### config.mk
export PLATFORM = sky130hd
export DESIGN_NAME = control_seq
export DESIGN_NICKNAME = d
export VERILOG_FILES = /design/src/rtl/control_seq.sv
export SDC_FILE = /design/constraint.sdc
export NUM_CORES = 1
export LEC_CHECK = 0
export ABC_AREA = 1
export CAP_MARGIN = 20
export CORE_AREA = 5 5 68 76
export DETAILED_ROUTE_END_ITERATION = 10
export DIE_AREA = 0 0 73 81
export SETUP_SLACK_MARGIN = 0.1
export SYNTH_ARGS = -nofsm -noshare
export SYNTH_HDL_FRONTEND = slang
export SYNTH_SLANG_ARGS = --single-unit
### constraint.sdc
create_clock -name clk -period 2.4 [get_ports clk]
set_input_delay 0.36 -clock clk [delete_from_list [all_inputs] [get_ports clk]]
set_output_delay 0.36 -clock clk [all_outputs]
set_load 0.005 [all_outputs]
### src/rtl/control_seq.sv
// control_seq: multi-cycle FETCH/DECODE/EXEC/MEM/WB sequencer for the WF8 core.
// Every datapath control line is decoded from the registered state and latched opcode only.
`ifndef ALU_MODE_COUNT
`define ALU_MODE_COUNT 3
`endif

module control_seq #(
    parameter int OPCODE_W    = 5,
    parameter int ALU_MODE_W  = `ALU_MODE_COUNT,
    parameter int MEM_TIMEOUT = 15,
    parameter int CNT_W       = 16
) (
    input  logic                  clk,
    input  logic                  rst,
    input  logic                  instr_valid,
    input  logic [OPCODE_W-1:0]   opcode,
    input  logic                  mem_ack,
    output logic                  fetch_req,
    output logic [ALU_MODE_W-1:0] alu_mode,
    output logic                  reg_b_read_en,
    output logic                  reg_b_write_en,
    output logic                  alu_a_sel,
    output logic                  alu_b_sel,
    output logic                  mem_out_en,
    output logic                  mem_write_en,
    output logic                  pc_en,
    output logic                  instr_done,
    output logic                  fault,
    output logic [CNT_W-1:0]      retired
);
    localparam int WAIT_W = $clog2(MEM_TIMEOUT + 1);
    localparam logic [WAIT_W-1:0] WAIT_LAST = WAIT_W'(MEM_TIMEOUT - 1);

    typedef enum logic [2:0] {
        S_FETCH, S_DECODE, S_EXEC, S_MEM, S_WB, S_FAULT
    } state_t;

    typedef enum logic [2:0] {
        ALU_ADD, ALU_SHIFT, ALU_NOT, ALU_AND, ALU_OR, ALU_XOR, ALU_BYPASS_A, ALU_BYPASS_B
    } alu_op_t;

    state_t              state;
    state_t              next_state;
    logic [OPCODE_W-1:0] op_q;
    logic [WAIT_W-1:0]   wait_cnt;
    logic                fault_q;
    logic [CNT_W-1:0]    retired_q;

    logic [3:0] grp;
    logic       rsv_bad;
    alu_op_t    dec_mode;
    logic       is_addi, is_shi, is_load, is_store;
    logic       dec_rb_rd, dec_a_sel, dec_b_sel, writes_b;
    logic       exec_on;

    assign grp = op_q[4:1];

    generate
        if (OPCODE_W > 5) begin : g_rsv
            assign rsv_bad = |op_q[OPCODE_W-1:5];
        end else begin : g_no_rsv
            assign rsv_bad = 1'b0;
        end
    endgenerate

    always_comb begin
        dec_mode = ALU_ADD;
        case (grp)
            4'b0000, 4'b0001:          dec_mode = ALU_ADD;
            4'b0010, 4'b0011:          dec_mode = ALU_SHIFT;
            4'b0100:                   dec_mode = ALU_NOT;
            4'b0101:                   dec_mode = ALU_AND;
            4'b0110:                   dec_mode = ALU_OR;
            4'b0111:                   dec_mode = ALU_XOR;
            4'b1000, 4'b1001, 4'b1010: dec_mode = ALU_BYPASS_A;
            4'b1011:                   dec_mode = ALU_BYPASS_B;
            default:                   dec_mode = ALU_ADD;
        endcase
    end

    assign is_addi   = (op_q[4:0] == 5'b00001);
    assign is_shi    = (op_q[4:0] == 5'b00011);
    assign is_load   = (grp == 4'b1001);
    assign is_store  = (grp == 4'b1010);
    assign dec_rb_rd = !(is_addi || is_shi || grp == 4'b1100);
    assign dec_a_sel = (grp[3:2] == 2'b11) || (op_q[4:0] == 5'b10001);
    assign dec_b_sel = (grp[3:2] == 2'b11) || is_addi || is_shi;
    assign writes_b  = !grp[3] || (grp[3:1] == 3'b100);

    always_ff @(posedge clk or posedge rst) begin
        if (rst) begin
            state <= S_FETCH;
        end else begin
            state <= next_state;
        end
    end

    // An ack landing on the final allowed MEM cycle wins over the timeout.
    always_comb begin
        next_state     = state;
        exec_on        = 1'b0;
        fetch_req      = 1'b0;
        mem_out_en     = 1'b0;
        mem_write_en   = 1'b0;
        reg_b_write_en = 1'b0;
        pc_en          = 1'b0;
        instr_done     = 1'b0;
        case (state)
            S_FETCH: begin
                fetch_req = 1'b1;
                if (instr_valid) next_state = S_DECODE;
            end
            S_DECODE: next_state = rsv_bad ? S_FAULT : S_EXEC;
            S_EXEC: begin
                exec_on    = 1'b1;
                next_state = (is_load || is_store) ? S_MEM : S_WB;
            end
            S_MEM: begin
                exec_on      = 1'b1;
                mem_out_en   = is_load;
                mem_write_en = is_store;
                if (mem_ack) begin
                    next_state = S_WB;
                end else if (wait_cnt == WAIT_LAST) begin
                    next_state = S_FAULT;
                end
            end
            S_WB: begin
                exec_on        = 1'b1;
                reg_b_write_en = writes_b;
                pc_en          = 1'b1;
                instr_done     = 1'b1;
                next_state     = S_FETCH;
            end
            S_FAULT: next_state = S_FAULT;
            default: next_state = S_FETCH;
        endcase
        alu_mode      = exec_on ? ALU_MODE_W'(dec_mode) : '0;
        alu_a_sel     = exec_on & dec_a_sel;
        alu_b_sel     = exec_on & dec_b_sel;
        reg_b_read_en = exec_on & dec_rb_rd;
    end

    always_ff @(posedge clk or posedge rst) begin
        if (rst) begin
            op_q      <= '0;
            wait_cnt  <= '0;
            fault_q   <= 1'b0;
            retired_q <= '0;
        end else begin
            if (state == S_FETCH && instr_valid) op_q <= opcode;
            if (state == S_EXEC) begin
                wait_cnt <= '0;
            end else if (state == S_MEM) begin
                wait_cnt <= wait_cnt + 1'b1;
            end
            if (next_state == S_FAULT) fault_q <= 1'b1;
            if (state == S_WB) retired_q <= retired_q + 1'b1;
        end
    end

    assign fault   = fault_q;
    assign retired = retired_q;

endmodule
==> results.ini <==
[synth]
syn_avg_cell_area_um2=7.61
async_flop_share=1.00
synth_top_flop_cell=dfrtp_1
synth-seq-cells=29
syn_inst=218
syn-num-nets=230
synth_seq_area_share=0.437
yosysWarnings=0
synth.distinct_cells=24
synth_edf_count=0
synth_area_um2=1660

[pwr]
internal_power_mw=1.21
powerDensity_nw_per_um2=863
p_clk_frac=0.233
p_leak_nw=1.09
p_seq_frac=0.380
combPwrFrac=0.387
p_sw_mw=0.720
swShare=0.373
ir_worst_vdd_mv=0.505

[cts]
numClockSinks=29
cts_tree=done
insertion_delay_ns=0.28
cts_root_buf=clkbuf_8
clockBufferDepth=2
cts_max_level=2
cts.clk_slew.worst_paths_ns=0.06
numCtsBuffers=5

[placement]
gp_congestion=0.799
dp_hpwl_mm=2.78
port-buffer-count=37
dp.cells=311
placed_area_um2=2110

[final_layout]
num-fill-cells=438
diodes=0
synthToLayoutAreaGrowth_pct=34.9
final_cells=321
nets=278
postLayoutCellArea_um2=2240
drive_gt1_frac=0.120
post-route-util=0.526

[critical_path]
slowest_stage=clkdlybuf4s50_1
cp-start-kind=register
crit_fanout=6
required_ns=2.04
slowest_delay_ns=0.53
crit_top_cell=nand2_2
arrival_ns=1.79
worstSetupPathType=register to output port
crit_chain=inv_2 > nand2_2 > nand2_2 > inv_1 > nor3_1 > clkdlybuf4s50_1
critPathCaptureType=output port

[timing]
maxClockFrequency_ghz=0.466
final.period_utilization=0.895
finClkSkew_ns=0.00431
hold_viol_final=0
rsz0062_at_grt=false
worst_pin_slew_ns=0.379
setup_viol=0
maxSlewViolCount=0
maxSlewHeadroom=0.747
min_period_ns=2.15
setup_tns_ns=0
holdWs_ns=0.447

[drt]
drt-wirelength-per-cell_um=11.7
drtIter0Drc=73
via_per_inst=4.66
drt_wl_total_mm=3.76
drtAntennaViolNets=0
post-route-drc-count=0
dr.pass1.iters=4
num_vias=1496

[global_routing]
groute.usage.overall=0.141
grt_pass1_wl_mm=6.47
grt_pass1_vias=1493
grt_antenna_before_repair=0
grt_max_degree=30
overflow=0

[floorplan]
core_area_um2=4250
rows=25
die_w_um=73
dieArea_um2=5910
ios=38
initial_core_util=0.390
die_h_um=81

[hold_path]
min_path_type=input pin to asynchronous set/reset pin

[outcome]
outcome=finished, final reports clean

[run]
drv_cap=0

## cells in the mapped netlist, types with 2 or more instances
cell type | number | share of area
nand2_1 | 52 | 0.12
ha_1 | 3 | 0.023
xnor2_1 | 3 | 0.016
xor2_1 | 8 | 0.042
nor3_1 | 3 | 0.0090
nand3_1 | 15 | 0.045
nand4_1 | 3 | 0.011
inv_2 | 3 | 0.0068
nor2_4 | 4 | 0.027
nand2_2 | 4 | 0.015
inv_1 | 32 | 0.072
dfrtp_1 | 29 | 0.44
o21ai_0 | 6 | 0.018
nand3_2 | 2 | 0.012
a21oi_1 | 8 | 0.024
nor2_1 | 35 | 0.079
## per-stage QoR
stage                     setup slack, ns  total power, mW
final                               0.253             1.93
after floorplan                     0.934             1.15
after detailed placement            0.447             1.48
after global routing               0.0951             2.07
after CTS                           0.132             1.94
after global placement              0.496             1.48
## placed cells by master, fill, tap and decap left out, drive strengths merged, types with 3 or more instances in the layout
cell type      instances
a21oi                  8
buf                    5
clkbuf                 7
clkdlybuf4s50         36
dfrtp                 29
ha                     3
inv                   35
nand2                 57
nand3                 17
nand4                  3
nor2                  40
nor3                   4
o21ai                  6
xnor2                  3
xor2                   8
## final cells by class
| class | instances | area (um2) | share of cell area |
|---|---|---|---|
| multi-input cells | 153 | 802 | 0.358 |
| flip-flops and latches | 29 | 726 | 0.324 |
| repair buffers | 42 | 410 | 0.183 |
| inverters | 35 | 131 | 0.0587 |
| clock buffers | 7 | 96.3 | 0.0430 |
| well taps | 54 | 67.6 | 0.0302 |
| clock inverters | 1 | 5.00 | 0.00224 |
## worst max-delay path: cells and delay by family (launching register included)
kind                   cells  cell delay, ns
AND/OR/NAND/NOR            3            0.37
buffers and inverters      3            0.71
flip-flops                 1            0.42
## power by group through the flow
stage                     Sequential, mW  Combinational (mW)  Clock (mW)
after floorplan                    0.716               0.435           0
after CTS                          0.734               0.744       0.466
after global routing               0.752               0.832       0.488
after global placement             0.740               0.737           0
final                              0.734               0.748       0.451
after detailed placement           0.740               0.740           0
## final timing paths
kind | start | endpoint | slack [ns] | cells past startpoint
min | rst | wait_cnt[3] | 0.45 | 3
min in group clk | fault | fault | 0.46 | 2
max | state[2] | alu_mode[2] | 0.25 | 6
min reg2reg | fault | fault | 0.46 | 2
max reg2reg | state[2] | retired[6] | 0.95 | 8
max in group asynchronous | rst | retired[3] | 1.68 | 3
## sequential cells by signal (all words and copies together) (netlist names)
register and count:
retired 16, fault 1, wait_cnt 4, state 3
op_q 5
## timing repair
| action | in CTS | in global routing |
|---|---|---|
| resized for setup | 0 | 4 |
| hold buffers | 0 | 0 |
| endpoints found under the setup margin | 0 | 5 |
| setup buffers | 0 | 2 |
## layer usage
metal,routed length (um),global-route usage
met1,1670,0.161
met2,1860,0.249
met3,198,0.0446
met4,32,0.0443
met5,0,0
## logic make-up (layout without fill, tap and decap cells)
kind of cell	Yosys count	count (layout)	share of synthesized area
adders and majority gates	3	3	0.0226
DFF	29	29	0.437
buffers and inverters	36	85	0.0837
and+or+nand+nor	122	122	0.342
xor gates and xnor gates	11	11	0.0581
AOI/OAI and AO/OA	17	17	0.0566
(Power assumes the default switching activity.)
==> RTL change: new RTL, same settings <==
Change the parameter `OPCODE_W` from 5 to 10.
--- a/src/rtl/control_seq.sv
+++ b/src/rtl/control_seq.sv
@@ -5,7 +5,7 @@
 `endif
 
 module control_seq #(
-    parameter int OPCODE_W    = 5,
+    parameter int OPCODE_W    = 10,
     parameter int ALU_MODE_W  = `ALU_MODE_COUNT,
     parameter int MEM_TIMEOUT = 15,
     parameter int CNT_W       = 16
Ports: changed (resized opcode); port bits go from 38 to 43. No check against the original RTL was run, so the function may have changed too.
==> RTL change against the unedited design <==
  * Worst setup slack got worse by 0.071 ns
  * Clock skew fell by 0.00082 ns
  * Design area rose by 11%
  * Synthesized area rose by 12%
  * Via count rose by 10%
  * Sequential cell count rose by 5
  * Core utilization rose by 5.6 points
  * Power rose by 19%
  * Critical path depth fell by 1
  * Combinational power rose by 16%
  * Wire length rose by 10%
  * First-iteration DRC count fell by 27%
  * Largest power group is now sequential cells
==> RTL change: results (changes against the unedited design) <==
[critical_path]
crit_path_end = reg_b_write_en
r2r_setup_slack_ns = 0.86  ; -0.09 ns
arrival_ns = 1.86  ; +0.07 ns

[placement]
io_buffers = 42  ; +14%
placed_area_sq_um = 2330  ; +10%
gp_congestion = 0.862  ; +7.9%
hpwlAfterDp_mm = 3.07  ; +10%

[synth]
synth_fa_ha_area_frac = 0.0201  ; -0.00249
synth_nets = 251  ; +9.1%
yosysSeqAreaShare = 0.456  ; +0.0190
synth_xor_area_frac = 0.0470  ; -0.0111
yosys-top-cells-area = dfrtp_1, nand2_1, nor2_1

[pwr]
ir_worst_vdd_mv = 0.516  ; +2.1%
power.leakage_nw = 1.16  ; +5.9%
combPwrFrac = 0.377  ; -0.010
power_clock_mw = 0.524  ; +16%
p_sw_mw = 0.840  ; +17%

[final_layout]
design.seq.count = 34  ; +17%
layout.nonclk_buf_frac = 0.178  ; -0.00538
finalNetCount = 298  ; +7.2%
final_core_util = 0.582  ; +0.0556
drive_gt1_frac = 0.131  ; +0.0114
multi_input_area_share = 0.363  ; +0.00520
n_fill_cell = 413  ; -5.7%
clkCellAreaFrac = 0.0440  ; -0.00129
n_all_buffers = 44  ; +4.8%
syn_to_final_growth_pct = 32.8
seq_area_frac = 0.345  ; +0.0211

[timing]
tightest_slew_ns = 0.436  ; +0.0567 ns

[status]
status = complete, no violations

[grt]
met1_usage = 0.183  ; +0.0223
use_met2 = 0.289  ; +0.0403
grt_pass1_vias = 1664  ; +11%

[drt]
wl_met3_um = 235  ; +19%
wl_met1_mm = 1.71  ; +2.3%

==> RTL change: what timing repair did <==
item                                    CTS  global route
setup buffers                             0             0
resized for setup                         2            11
hold endpoints to repair                  0             0
endpoints found under the setup margin    2            10
==> RTL change: tightest hold or removal path, stage by stage <==
cell             delay, ns
clkdlybuf4s50_1       0.40
inv_1                 0.05
buf_4                 0.38
==> RTL change: metrics by stage <==
step | instances | hold WS [ns] | setup WS [ns]
finish | 336 | 0.469 | 0.182
global route | 336 | 0.516 | 0.0940
CTS | 336 | 0.475 | 0.111
detailed placement | 328 | 0.458 | 0.407
global placement | 328 | 0.458 | 0.423
floorplan | 234 | 0.457 | 0.916
==> RTL change: cells by family after synthesis <==
| kind of cell | Yosys count |
|---|---|
| muxes | 6 |
| AOI/OAI and AO/OA | 17 |
| adders and majority gates | 3 |
| and+or+nand+nor | 133 |
| xor gates and xnor gates | 10 |
| buffers and inverters | 31 |
| DFF | 34 |
